<file path="config.mk">
export PLATFORM = sky130hd
export DESIGN_NAME = fetch_sequencer
export DESIGN_NICKNAME = d
export VERILOG_FILES = /design/src/rtl/fetch_sequencer.sv
export SDC_FILE = /design/constraint.sdc
export NUM_CORES = 1
export LEC_CHECK = 0
export ABC_AREA = 1
export CORE_UTILIZATION = 55
export DETAILED_ROUTE_END_ITERATION = 8
export GPL_TIMING_DRIVEN = 0
export HOLD_SLACK_MARGIN = 0.1
export PLACE_DENSITY = 0.8
export SETUP_SLACK_MARGIN = 0.2
export SYNTH_ARGS = -nofsm -noshare
export SYNTH_HDL_FRONTEND = slang
export SYNTH_SLANG_ARGS = --single-unit
</file>
<file path="constraint.sdc">
create_clock -name clk -period 5.15 [get_ports clk]
set_clock_uncertainty 0.05 [all_clocks]
set_input_delay 0.7725 -clock clk [delete_from_list [all_inputs] [get_ports clk]]
set_output_delay 0.7725 -clock clk [all_outputs]
set_load 0.05 [all_outputs]
</file>
<file path="src/rtl/fetch_sequencer.sv">
// Fetch-stage redirect sequencer with a return-address stack (RAS).
// Define RAS_OVERFLOW_WRAP_EN to make a push on a full stack overwrite the oldest entry instead of dropping the push.
module fetch_sequencer #(
  parameter int DEPTH = 8,
  parameter int WIDTH = 32
) (
  input  logic             clk,
  input  logic             reset,
  input  logic             stall,
  input  logic             SIG_Jump,
  input  logic             SIG_Ret,
  input  logic             SIG_Bne,
  input  logic             SIG_Beq,
  input  logic             SIG_CallRs1,
  input  logic             SIG_Call,
  input  logic             SIG_Eq,
  input  logic [WIDTH-1:0] pc4,
  output logic [2:0]       pc_source,
  output logic             kill,
  output logic             pc_enable,
  output logic [WIDTH-1:0] ret_address,
  output logic             ras_empty,
  output logic             ras_full,
  output logic             ras_overflow,
  output logic             fault,
  output logic [7:0]       stall_count
);

  localparam int PW = $clog2(DEPTH);
  localparam int CW = PW + 1;
  localparam logic [PW-1:0] PTR_ONE = PW'(1);
  localparam logic [CW-1:0] CNT_ONE = CW'(1);
  localparam logic [CW-1:0] CNT_FULL = CW'(DEPTH);

  localparam logic [2:0] SRC_PC4  = 3'd0;
  localparam logic [2:0] SRC_JUMP = 3'd1;
  localparam logic [2:0] SRC_BR   = 3'd2;
  localparam logic [2:0] SRC_RS1  = 3'd3;
  localparam logic [2:0] SRC_RET  = 3'd4;

  typedef enum logic [1:0] {RUN, STALL, FAULT} state_e;

  state_e           state_q, state_d;
  logic [PW-1:0]    sp_q, sp_d;
  logic [CW-1:0]    count_q, count_d;
  logic             ovf_q, ovf_d;
  logic             fault_q, fault_d;
  logic [7:0]       stall_cnt_q, stall_cnt_d;
  logic [WIDTH-1:0] entry_q [DEPTH];

  logic          accept;
  logic          taken;
  logic          push_req;
  logic          pop_req;
  logic          ret_fault;
  logic          push_do;
  logic [PW-1:0] top_ptr;

  // Gating with reset keeps every combinational output quiet while reset is held low.
  assign accept    = reset && (state_q == RUN) && !stall;
  assign taken     = (SIG_Beq && SIG_Eq) || (SIG_Bne && !SIG_Eq);
  assign ras_empty = (count_q == '0);
  assign ras_full  = (count_q == CNT_FULL);
  assign push_req  = accept && !SIG_Ret && (SIG_Call || SIG_CallRs1);
  assign pop_req   = accept && SIG_Ret && !ras_empty;
  assign ret_fault = accept && SIG_Ret && ras_empty;
  assign top_ptr   = sp_q - PTR_ONE;

  assign pc_enable    = accept;
  assign ret_address  = ras_empty ? '0 : entry_q[top_ptr];
  assign ras_overflow = ovf_q;
  assign fault        = fault_q;
  assign stall_count  = stall_cnt_q;

  always_comb begin
    pc_source = SRC_PC4;
    kill      = (state_q == FAULT);
    if (accept) begin
      if (SIG_Ret) begin
        pc_source = ras_empty ? SRC_PC4 : SRC_RET;
        kill      = 1'b1;
      end else if (SIG_CallRs1) begin
        pc_source = SRC_RS1;
        kill      = 1'b1;
      end else if (SIG_Call || SIG_Jump) begin
        pc_source = SRC_JUMP;
        kill      = 1'b1;
      end else if (taken) begin
        pc_source = SRC_BR;
        kill      = 1'b1;
      end
    end
  end

  always_comb begin
    state_d     = state_q;
    sp_d        = sp_q;
    count_d     = count_q;
    ovf_d       = ovf_q;
    fault_d     = fault_q;
    stall_cnt_d = stall_cnt_q;
    push_do     = 1'b0;

    if (stall && (state_q != FAULT) && (stall_cnt_q != 8'hFF))
      stall_cnt_d = stall_cnt_q + 8'd1;

    case (state_q)
      RUN: begin
        if (stall) begin
          state_d = STALL;
        end else if (ret_fault) begin
          state_d = FAULT;
          fault_d = 1'b1;
        end
      end
      STALL: begin
        if (!stall) state_d = RUN;
      end
      default: state_d = FAULT;
    endcase

    if (pop_req) begin
      sp_d    = sp_q - PTR_ONE;
      count_d = count_q - CNT_ONE;
    end else if (push_req) begin
      if (!ras_full) begin
        push_do = 1'b1;
        sp_d    = sp_q + PTR_ONE;
        count_d = count_q + CNT_ONE;
      end else begin
`ifdef RAS_OVERFLOW_WRAP_EN
        // When full, sp already points at the oldest slot, so the write replaces it.
        push_do = 1'b1;
        sp_d    = sp_q + PTR_ONE;
`else
        ovf_d   = 1'b1;
`endif
      end
    end
  end

  always_ff @(posedge clk or negedge reset) begin
    if (!reset) begin
      state_q     <= RUN;
      sp_q        <= '0;
      count_q     <= '0;
      ovf_q       <= 1'b0;
      fault_q     <= 1'b0;
      stall_cnt_q <= '0;
    end else begin
      state_q     <= state_d;
      sp_q        <= sp_d;
      count_q     <= count_d;
      ovf_q       <= ovf_d;
      fault_q     <= fault_d;
      stall_cnt_q <= stall_cnt_d;
    end
  end

  // Stack storage carries no reset; occupancy is tracked by count_q alone.
  always_ff @(posedge clk) begin
    if (push_do) entry_q[sp_q] <= pc4;
  end

endmodule

</file>
==> flow_summary.ini <==
[routing]
wl_per_cell_um = 20.1
drt-total-wl_um = 26500
drt_pass1_iterations = 7
drc = 0
vias = 7729
drt-initial-drc-count = 1087
via_per_inst = 5.88
antenna_left = 0

[pwr]
p_sw_uw = 845
vdd_ir_drop_max_mv = 0.297
p_leak_nw = 5.09
seqPwrFrac_pct = 53.9
powerDensity_nw_per_um2 = 331
switching_share_pct = 18.6
internal_power_mw = 3.68
clockPowerShare_pct = 44.4
pwr-share-comb_pct = 1.7

[logic_synthesis]
yosysTopAreaCellShare_pct = 68.8
synth-edff-count = 256
syn_inst = 887
ys_warn_count = 0
synth_nets = 933
synth_ff_type = edfxtp_1
synthTopCellsByArea = edfxtp_1, nor2_1, dfrtp_1
netlist_area_um2 = 11200
avgSynthCellArea_um2 = 12.6
ys_types = 32
ys_seq_elements = 275
synth-async-reset-ratio_pct = 6.91
ys_seq_area_share_pct = 73.0
synth_top_cell_by_area = edfxtp_1

[global_routing]
grt_max_degree = 22
grt_pass1_wl_um = 40700
grtUsageTotal_pct = 26.3
grt.busiest_layer = met2
grtUsageMet2_pct = 42.9
gr-usage-met1_pct = 34.5
grt_use_met3_pct = 4.83
antenna_found_initial = 1
gr-total-overflow = 0
grt_pass1_vias = 7732

[setup_path]
r2r_start = state_q[1]
path_cells = buf_6, inv_4, buf_12, buf_6, ha_1, buf_4, clkbuf_1, o21ai_0, o22ai_1, o21ai_1, a21oi_1, clkdlybuf4s50_1
crit_path_end_kind = primary output
critical_path_required_ps = 4330
crit_fanout = 10
slowest_stage = clkdlybuf4s50_1
critPathArrivalTime_ps = 4080
path_class = flip-flop to primary output
startpoint_type = flip-flop
crit_start = sp_q[0]
cpPeakStageDelay_ps = 820
cpMostUsedCell = buf_6

[floorplan]
core-area_um2 = 19700
die_w_um = 145
rows = 51
initial_core_util_pct = 56.7
die-area_um2 = 20900
io_pins = 91
die_height_um = 145

[placement]
place_hpwl_um = 17400
gp_congestion = 0.823
postPlaceCellArea_um2 = 12700
portBuffers = 90

[sta]
slew_headroom_pct = 37.7
fin_crit_sh_pct = 95.2
hold_viol = 0
holdWs_ps = 421
tightest_slew_ps = 932
rsz0062_at_grt = true
fmax_ghz = 0.204
setup-tns-final_ps = 0
setup_violations = 0
post-route-min-period_ps = 4900
slew_violations = 0

[cells_and_area]
areaGrowthSynthToFinish_pct = 22.2
drive_gt1_share_pct = 11.4
fin_util_pct = 69.3
fin_area_um2 = 13700
final_nets = 1076
n_antenna_cell = 0

[clocking]
cts_tree = built
cts_hold_buf = 0
clkLatencyLatePin_ps = 530
clock_sinks = 275
cts_buffers = 27
cts_root_buffer = clkbuf_16
path_clk_slew_ps = 60
clockBufferDepth = 3
htreeDepth = 1

[outcome]
status = complete, no violations

[hold_path]
min_from = ras_overflow
holdCritPathClass = flip-flop to flip-flop

[run]
drv_cap = 0
[stage by stage]
step | cells | setup WS, ps | power, mW
detailed placement | 1266 | 654 | 2.57
finish | 1315 | 246 | 4.53
global placement | 1242 | -2140 | 2.56
floorplan | 887 | 1060 | 2.50
CTS | 1315 | 201 | 4.54
global route | 1315 | 105 | 4.64
[timing repair]
item	4_1_cts	5_1_grt
gates resized for setup	8	20
setup endpoints to repair	20	20
buffers inserted	0	0
pin swaps	0	0
[synthesized netlist by cell type (2+ instances only)]
cell type  instances
ha_1               4
inv_2              7
clkbuf_1          23
buf_4              4
xnor2_1            4
dfrtp_1           19
a21oi_1           35
nand2_1           49
nand3_2            2
buf_2             15
buf_6              7
o21ai_0           95
nand2_2            3
inv_1             50
edfxtp_1         256
buf_12             3
nor3_1            10
o22ai_1           64
nor2_1           139
nand3_1            8
xor2_1             7
o21ai_1           73
[power groups by stage]
stage / combinational, mW / clock, mW / sequential [mW]
global placement: 0.0723 / 0 / 2.49
floorplan: 0.00619 / 0 / 2.50
finish: 0.0753 / 2.01 / 2.44
global route: 0.0828 / 2.11 / 2.44
detailed placement: 0.0751 / 0 / 2.49
CTS: 0.0753 / 2.02 / 2.44
[path summary, 6_finish.rpt]
path	end	slack (ps)	cells past startpoint
worst max register to register	entry_q[7][17]	2510	9
worst min-delay path	ras_overflow	420	1
min in group asynchronous	count_q[2]	710	1
worst min register to register	ras_overflow	420	1
worst max-delay path	ret_address[24]	250	12
max in group asynchronous	stall_count[0]	3770	1
[cell families after synthesis]
family / synth area share (%)
and+or+nand+nor: 7.72
adders and majority gates: 0.448
DFF: 73.0
xor gates and xnor gates: 1.01
buffers and inverters: 4.99
AOI/OAI and AO/OA: 12.8
[critical path, delay by kind of cell, from the launching register on]
family | cells | cell delay [ps]
flops | 1 | 530
fa+ha+maj | 1 | 400
buf+inv | 7 | 1990
compound gates | 4 | 630
[layer usage]
layer	part of all wire, %	vias up
met5	0.045	-
met4	3.1	2
met3	10	78
met2	48	511
met1	39	3640
li1	-	3498
[placed cells by master (no fill, tap or decap), types with 8 or more instances in the layout]
master and count:
clkbuf_16 27, nor3_2 9, nand2_1 49, o21ai_0 95, a21oi_1 35, clkdlybuf4s50_1 68
dfrtp_1 19, buf_2 15, o22ai_1 64, o21ai_1 73, inv_1 50, nor2_1 139
nand3_1 8, edfxtp_1 256, clkbuf_1 24, dlymetal6s2s_1 18, buf_6 28
[cell type report]
type                       instances  area [um2]
buffer                            53         340
multi-input combinational        500        2500
timing repair buffer             114        1210
inverter                          59         224
sequential                       275        8160
tap                              265         332
clock buffer                      33         698
fill                            1265        6050
clock inverter                    16         201
[state kept, by name, summed over array words and instances, names as in the netlist]
| signal | flops |
|---|---|
| count_q | 4 |
| fault | 1 |
| ras_overflow | 1 |
| stall_count | 8 |
| state_q | 2 |
| sp_q | 3 |
| entry_q | 256 |
Power figures use the tool's default switching activity.
